$ cat src/rtl/led_scan_ctrl_pkg.sv
// Shared constants for the LED row-scan controller.
package led_scan_ctrl_pkg;

    localparam int ROWS = 8;

    typedef enum logic [1:0] {
        ST_IDLE  = 2'd0,
        ST_BLANK = 2'd1,
        ST_SHOW  = 2'd2
    } state_t;

    function automatic int max_int(input int a, input int b);
        return (a > b) ? a : b;
    endfunction

endpackage

$ cat src/rtl/led_scan_ctrl_decode_3t8.sv
// 3-to-8 one-hot decoder with enable; all outputs low when disabled.
module decode_3t8 (
    input  logic       en,
    input  logic [2:0] a,
    output logic [7:0] b
);

    // one-hot select of output a when enabled
    always_comb begin
        b = 8'd0;
        if (en) begin
            b[a] = 1'b1;
        end
    end

endmodule

$ cat src/rtl/led_scan_ctrl.sv
// Row-scan controller for an 8-row LED matrix with a double-buffered frame store.
//
//   state    | meaning
//   ---------+-------------------------------------------------------------
//   ST_IDLE  | scan disabled, all outputs dark, row 0 / counter 0
//   ST_BLANK | all rows off between rows; front bank sampled on last cycle
//   ST_SHOW  | one row lit with the latched column pattern
module led_scan_ctrl
    import led_scan_ctrl_pkg::*;
#(
    parameter int COL_W     = 8,
    parameter int DWELL_CYC = 50000,
    parameter int BLANK_CYC = 100
) (
    input  logic             clk,
    input  logic             rst,
    input  logic             en,
    input  logic             wr_en,
    input  logic [2:0]       wr_addr,
    input  logic [COL_W-1:0] wr_data,
    input  logic             swap_req,
    output logic             swap_pend,
    output logic             frame_start,
    output logic [2:0]       row_idx,
    output logic [7:0]       row_sel,
    output logic [COL_W-1:0] col_data
);

    localparam int CNT_W = $clog2(max_int(DWELL_CYC, BLANK_CYC) + 1);
    localparam logic [CNT_W-1:0] DWELL_LAST = CNT_W'(DWELL_CYC - 1);
    localparam logic [CNT_W-1:0] BLANK_LAST = CNT_W'(BLANK_CYC - 1);

    state_t           state, state_nxt;
    logic [CNT_W-1:0] cnt, cnt_nxt;
    logic [2:0]       row_idx_nxt;
    logic             front, front_nxt;
    logic             back_sel;
    logic             swap_pend_nxt;
    logic             frame_start_nxt;
    logic [7:0]       row_sel_nxt;
    logic [COL_W-1:0] col_data_nxt;
    logic [COL_W-1:0] bank [2][ROWS];

    assign back_sel = ~front;

    // Decode from next-state values so the registered strobe lines up with the state
    // it belongs to (and goes dark the same cycle the FSM leaves SHOW).
    decode_3t8 u_decode (
        .en (state_nxt == ST_SHOW),
        .a  (row_idx_nxt),
        .b  (row_sel_nxt)
    );

    // next-state, counter, bank swap and output pattern
    always_comb begin
        state_nxt       = state;
        cnt_nxt         = cnt;
        row_idx_nxt     = row_idx;
        front_nxt       = front;
        swap_pend_nxt   = swap_pend | swap_req;
        frame_start_nxt = 1'b0;
        col_data_nxt    = col_data;

        if (!en) begin
            state_nxt    = ST_IDLE;
            cnt_nxt      = '0;
            row_idx_nxt  = 3'd0;
            col_data_nxt = '0;
        end else begin
            case (state)
                ST_IDLE: begin
                    state_nxt       = ST_BLANK;
                    cnt_nxt         = '0;
                    row_idx_nxt     = 3'd0;
                    frame_start_nxt = 1'b1;
                    col_data_nxt    = '0;
                end
                ST_BLANK: begin
                    if (cnt == BLANK_LAST) begin
                        state_nxt    = ST_SHOW;
                        cnt_nxt      = '0;
                        col_data_nxt = bank[front][row_idx];
                    end else begin
                        cnt_nxt = cnt + 1'b1;
                    end
                end
                ST_SHOW: begin
                    if (cnt == DWELL_LAST) begin
                        state_nxt    = ST_BLANK;
                        cnt_nxt      = '0;
                        row_idx_nxt  = row_idx + 3'd1;
                        col_data_nxt = '0;
                        // frame boundary: swap takes effect before row 0 is sampled
                        if (row_idx == 3'd7) begin
                            frame_start_nxt = 1'b1;
                            if (swap_pend || swap_req) begin
                                front_nxt     = ~front;
                                swap_pend_nxt = 1'b0;
                            end
                        end
                    end else begin
                        cnt_nxt = cnt + 1'b1;
                    end
                end
                default: begin
                    state_nxt    = ST_IDLE;
                    cnt_nxt      = '0;
                    row_idx_nxt  = 3'd0;
                    col_data_nxt = '0;
                end
            endcase
        end
    end

    // state and registered outputs
    always_ff @(posedge clk or posedge rst) begin
        if (rst) begin
            state       <= ST_IDLE;
            cnt         <= '0;
            row_idx     <= 3'd0;
            front       <= 1'b0;
            swap_pend   <= 1'b0;
            frame_start <= 1'b0;
            row_sel     <= 8'd0;
            col_data    <= '0;
        end else begin
            state       <= state_nxt;
            cnt         <= cnt_nxt;
            row_idx     <= row_idx_nxt;
            front       <= front_nxt;
            swap_pend   <= swap_pend_nxt;
            frame_start <= frame_start_nxt;
            row_sel     <= row_sel_nxt;
            col_data    <= col_data_nxt;
        end
    end

    // Back-bank writes use the pre-flip selection, so a write coincident with a swap
    // lands in the bank that is about to become the front.
    always_ff @(posedge clk or posedge rst) begin
        if (rst) begin
            for (int b = 0; b < 2; b++) begin
                for (int r = 0; r < ROWS; r++) begin
                    bank[b][r] <= '0;
                end
            end
        end else if (wr_en) begin
            bank[back_sel][wr_addr] <= wr_data;
        end
    end

endmodule

$ cat config.mk
export PLATFORM = sky130hd
export DESIGN_NAME = led_scan_ctrl
export DESIGN_NICKNAME = d
export VERILOG_FILES = /design/src/rtl/led_scan_ctrl_pkg.sv /design/src/rtl/led_scan_ctrl_decode_3t8.sv /design/src/rtl/led_scan_ctrl.sv
export SDC_FILE = /design/constraint.sdc
export NUM_CORES = 1
export LEC_CHECK = 0
export ABC_AREA = 0
export BUFFER_PORTS_ARGS = -buffer_cell sky130_fd_sc_hd__buf_2
export CAP_MARGIN = 40
export CORE_ASPECT_RATIO = 1.2
export CORE_MARGIN = 1.5
export CORE_UTILIZATION = 35
export CTS_BUF_LIST = sky130_fd_sc_hd__clkbuf_4
export DETAILED_ROUTE_END_ITERATION = 16
export PLACE_DENSITY = 0.57
export SETUP_SLACK_MARGIN = 0.05
export SLEW_MARGIN = 15
export SYNTH_ARGS = -nofsm -noshare
export SYNTH_HDL_FRONTEND = slang
export SYNTH_HIERARCHICAL = 1
export SYNTH_SLANG_ARGS = --single-unit
$ cat constraint.sdc
create_clock -name clk -period 6.8 [get_ports clk]
set_input_delay 1.36 -clock clk [delete_from_list [all_inputs] [get_ports clk]]
set_output_delay 1.36 -clock clk [all_outputs]
set_load 0.02 [all_outputs]
# Word-level counts from Yosys, hierarchy flattened
# Index checks and enable logic that the tools add are counted.
word_totals:
  output_inout_bits: 21
  register_bits: 168
  wordCells: 93
op_classes:
  n_bitwise: 6
  n_lt_le_gt_ge: 8
  n_addsub: 2
  reduce_logical: 7
  n_eq_ne: 8
  mux: 38
op_table:
  columns: ["operator", "n"]
  rows:
  - ["64-bit two-way mux", 4]
  - ["128-bit bitwise mux", 1]
  - ["64-bit demux with 1-bit select", 1]
  - ["8-bit two-way mux", 7]
  - ["16-bit two-way mux", 3]
  - ["16-bit one-hot mux with 2 select lines", 1]
  - ["8-bit binary-select mux with 3-bit select", 1]
  - ["8-bit demux with 3-bit select", 1]
  - ["16-bit by 1-bit adder with 16-bit output, second input constant", 1]
  - ["16-bit == test, second input constant", 1]
  - ["16-bit by 7-bit == test with 1-bit output, second input constant", 1]
  - ["8-bit one-hot mux with 2 select lines", 1]
  - ["1-bit two-way mux", 9]
  - ["4-bit >= comparator, second input constant", 2]
  - ["3-bit NOT with 4-bit output", 2]
  - ["2-bit two-way mux", 3]
  - ["3-bit two-way mux", 2]
  - ["3-bit != test, second input constant", 2]
  - ["2-bit one-hot mux with 3 select lines", 1]
  - ["3-bit one-hot mux with 2 select lines", 1]
  - ["5-bit AND reduction", 1]
  - ["2-bit == test, second input constant", 2]
  - ["2-bit >= comparator, second input constant", 2]
  - ["3-bit by 4-bit < comparator with 1-bit output, second input constant", 1]
  - ["15 further kinds", 18]

# Longest topological paths before layout
depth:
  word_depth: 10
  depth_mapped: 7
  ltp_nobuf: 7

# Hierarchy
# The synthesis kept the hierarchy.
modules_own_cells:
  columns: ["mod", "instances", "seq_area_each_um2", "cells_per_inst", "area_each_um2"]
  rows:
  - ["led_scan_ctrl", 1, 4204.0, 521, 7553.5]
  - ["decode_3t8", 1, 0.0, 8, 95.1]

# Worst setup path before layout
# No wires, ideal clock.
synth_path:
  kind: "input to register"
  from: "in wr_addr[2]"
  to: "reg bank[112] (netlist bit)"
  stages: 4
  arrival_time_ps: 2495
  t_required_ps: 6675
  path_slack_ps: 4180
  n_path_buf: 1
  cell_sequence: "nor3b_1 and3_1 clkbuf_1 mux2_2"
synth_between:
  elab_chain_cells: 8
  elab_cells_between_ends: 9
synth_lines:
  columns: ["element", "line_no", "source"]
  rows:
  - ["from (decl)", "led_scan_ctrl.sv:19", "input logic [2:0] wr_addr,"]
  - ["3-bit NOT with 4-bit output (not written as such) *", "led_scan_ctrl.sv:148", "bank[back_sel][wr_addr] <= wr_data;"]
  - ["4-bit >= comparator (not written as such) or 4-bit by 1-bit < comparator with 1-bit output (tied branches)", "led_scan_ctrl.sv:148", null]
  - ["1-bit logical AND (not written as such)", "led_scan_ctrl.sv:148", null]
  - ["8-bit two-way mux (not written as such)", "led_scan_ctrl.sv:148", null]
  - ["8-bit demux with 3-bit select *", "led_scan_ctrl.sv:148", null]
  - ["64-bit two-way mux (not written as such) *", "led_scan_ctrl.sv:148", null]
  - ["64-bit demux with 1-bit select *", "led_scan_ctrl.sv:148", null]
  - ["128-bit bitwise mux *", "led_scan_ctrl.sv:148", null]
  - ["to (signal, indexed assignment)", "led_scan_ctrl.sv:148", null]
  - ["to (decl)", "led_scan_ctrl.sv:42", "logic [COL_W-1:0] bank [2][ROWS];"]
# Every way passes the cells marked *; elsewhere a longest branch is shown, timed or not.
# A chain may end at the register's enable or synchronous reset.

# Worst setup path in the final report
layout_path:
  from: "reg row_idx[0]"
  to: "out row_idx[0]"
layout_rtl:
  columns: ["element", "line_no", "source"]
  rows:
  - ["from (decl)", "led_scan_ctrl.sv:24", "output logic [2:0] row_idx,"]
  - ["from (signal assigned)", "led_scan_ctrl.sv:129", "row_idx <= row_idx_nxt;"]
# No word-level cell between the ends.

==> impl_metrics.env <==
export IMPL_synth_top_area_cell="dfrtp_1"
export IMPL_top_layer="met4"
export IMPL_finalMaxSlewViolations=0
export IMPL_swShare_pct=27.1
export IMPL_ys_seq_area_share_pct=55.0
export IMPL_p_sw_uw=493
export IMPL_timing_rr_end="row_sel[7]$_DFF_PP0_"
export IMPL_finalSetupViolations=0
export IMPL_io_pins=37
export IMPL_routedWlPerCell_um=19.8
export IMPL_drtIter0Drc=380
export IMPL_clkTransAtPathRegs_ns=0.14
export IMPL_ys_ff_latch=168
export IMPL_vias=4500
export IMPL_post_route_drc_count=0
export IMPL_min_period_over_period_pct=46.1
export IMPL_fin_setup_tns_ns=0
export IMPL_max_freq_mhz=319
export IMPL_fin_skew_ns=0.0310
export IMPL_crit_arrival_ns=1.77
export IMPL_p_comb_share_pct=8.7
export IMPL_rows=59
export IMPL_min_to="cnt[0]$_DFF_PP0_"
export IMPL_fp_dieW_um=138
export IMPL_antenna_found_initial=1
export IMPL_yosys_area_top_type_share_pct=55.0
export IMPL_pwr_share_seq_pct=61.8
export IMPL_nFillCells=2008
export IMPL_synthTopCellsByArea="dfrtp_1, mux2_2, mux4_2, a22oi_1, nor2_1"
export IMPL_ys_dominant_reg_cell="dfrtp_1"
export IMPL_grt_pass1_vias=4698
export IMPL_rsz0062_at_grt="no"
export IMPL_cts_tree="built"
export IMPL_synth_most_common_cell="dfrtp_1"
export IMPL_crit_family="buffers and inverters"
export IMPL_cts_made_buffers=17
export IMPL_netlist_instances=529
export IMPL_vias_per_cell=5.25
export IMPL_nets=592
export IMPL_wl_met1_mm=7.49
export IMPL_initial_core_util_pct=35.5
export IMPL_ys_types=50
export IMPL_hp_start="cnt[0]$_DFF_PP0_"
export IMPL_worstPathMaxFanout=36
export IMPL_r2r_slack_ns=4.09
export IMPL_synth_area_um2=7650
export IMPL_grt_usage_pct=15.9
export IMPL_port_buffers=36
export IMPL_yosys_warnings=6
export IMPL_place_gp_congestion=0.721
export IMPL_synth_compound_area_share_pct=3.94
export IMPL_slew_headroom_pct=40.0
export IMPL_postRouteWirelength_mm=16.9
export IMPL_worst_path_max_delay_cell="buf_4"
export IMPL_min_path_cells=1
export IMPL_peakVddDrop_uv=90.9
export IMPL_pre_cts_slack_ns=3.82
export IMPL_setup_ws_ns=3.67
export IMPL_grt_first_pass_wirelength_mm=26.8
export IMPL_slowest_delay_ns=0.55
export IMPL_synth_xor_area_share_pct=1.72
export IMPL_synth_edf_count=0
export IMPL_post_cts_buffers=0
export IMPL_hold_viol_final=0
export IMPL_first_pass_iters=4
export IMPL_power_frac_clock_pct=29.5
export IMPL_coreArea_um2=21600
export IMPL_dpl_hpwl_mm=11.4
export IMPL_tightest_slew_ns=0.897
export IMPL_hold_class="reg -> reg"
export IMPL_final_layout_size_suffix_gt1_share_pct=45.5
export IMPL_reg2reg_depth=6
export IMPL_hold_ws_ns=0.501
export IMPL_die_h_um=165
export IMPL_ys_async_sr_fraction_pct=100
export IMPL_timing_rr_start="cnt[4]$_DFF_PP0_"
export IMPL_crit_type="reg -> out"
export IMPL_startpoint_type="flop"
export IMPL_clock_latency_ns=0.59
export IMPL_p_int_uw=1330
export IMPL_wl_met2_mm=8.76
export IMPL_synthTopCellsByCount="dfrtp_1, mux2_2, nor2_1"
export IMPL_dieArea_um2=22800
export IMPL_clock_sinks=168
export IMPL_worstPathCellList="buf_4 -> buf_2"
export IMPL_synth_top_family_by_area="multiplexers"
export IMPL_critical_path_required_ns=5.44
export IMPL_status="finished clean"
export IMPL_ctsResizeCount=0
export IMPL_grt_start_max_net_pins=99
export IMPL_synth_area_per_cell_um2=14.5
export IMPL_cp_buffers_inverters=2
export IMPL_htreeDepth=4
export IMPL_cts_buffer_depth=2
export IMPL_drv_cap=0
export IMPL_p_per_area_nw_per_um2=216
export IMPL_ant_nets=0
export IMPL_muxShareOfSynthArea_pct=28.3
export IMPL_yosys_area_share_adder_pct=1.15
export IMPL_overflow=0
export IMPL_clock_root_buffer="clkbuf_4"
export IMPL_syn_num_nets=552
export IMPL_end_kind="primary output"
export IMPL_wl_met3_um=447
export IMPL_min_period_ns=3.13
export IMPL_power_leakage_uw=0.00380
export IMPL_synth_simple_area_share_pct=8.08
export IMPL_ctsHoldBuffers=0
export IMPL_areaGrowthSynthToFinish_pct=10.2
[layout make-up]
class	count	area (µm²)	share of cell area, %
Antenna cell	1	2.50	0.0297
Clock buffer	18	135	1.60
Multi-Input combinational cell	329	3300	39.2
Sequential cell	168	4210	49.9
Timing Repair Buffer	48	303	3.59
Clock inverter	14	116	1.38
Inverter	5	23.8	0.282
Tap cell	274	343	4.07
[kinds of logic after synthesis]
family / Yosys count
AOI/OAI and AO/OA: 36
xor gates and xnor gates: 15
muxes: 160
adders and majority gates: 7
DFF: 168
buffers and inverters: 32
and+or+nand+nor: 111
[how the worst max path moves through the flow]
stage | cells after the start | start | slack, ns | end
2_1_floorplan | 1 | rst | 0.89 | bank[0]$_DFFE_PP0P_
3_3_place_gp | 3 | rst | 3.78 | bank[120]$_DFFE_PP0P_
3_5_place_dp | 4 | wr_addr[2] | 3.82 | bank[107]$_DFFE_PP0P_
4_1_cts | 2 | row_idx[0]$_DFF_PP0_ | 3.57 | row_idx[0]
5_1_grt | 2 | row_idx[0]$_DFF_PP0_ | 3.52 | row_idx[0]
6_report | 2 | row_idx[0]$_DFF_PP0_ | 3.67 | row_idx[0]
[state kept, by name, indices dropped and copies added, names as in the netlist]
name	flops
bank	128
cnt	16
col_data	8
row_sel	8
row_idx	3
state	2
frame_start	1
front	1
swap_pend	1
[power by group through the flow]
stage	clock (µW)	sequential [µW]	combinational (µW)
finish	537	1120	159
global route	592	1130	174
CTS	555	1120	160
detailed placement	0	1140	160
global placement	0	1140	150
floorplan	0	1130	123
[metrics by stage]
step                instances  power, µW  cell area, µm²  util [%]
finish                    857       1820            8430      39.1
global route              857       1900            8430      39.1
CTS                       855       1840            8400      39.0
detailed placement        823       1300            8150      37.8
global placement          815       1290            8080      37.5
floorplan                 529       1250            7650         -
[routing by layer]
layer / vias to the layer above / track usage (%)
met1: 2383 / 20.5
li1: 2034 / -
met4: 0 / 5.26
met3: 20 / 2.58
met2: 63 / 27.0
met5: - / 0
[placed cells by master, fill, tap and decap left out, types with 5 or more instances in the layout]
master / n
buf_4: 10
buf_2: 36
xnor2_1: 6
mux2_2: 128
a22oi_1: 17
clkbuf_4: 18
inv_6: 7
and3_1: 6
xor2_1: 9
ha_1: 7
nand2b_1: 5
nand2_1: 23
mux4_2: 32
a22o_2: 8
nand3_1: 7
nor2_1: 34
dfrtp_1: 166
Power figures use the tool's default switching activity.
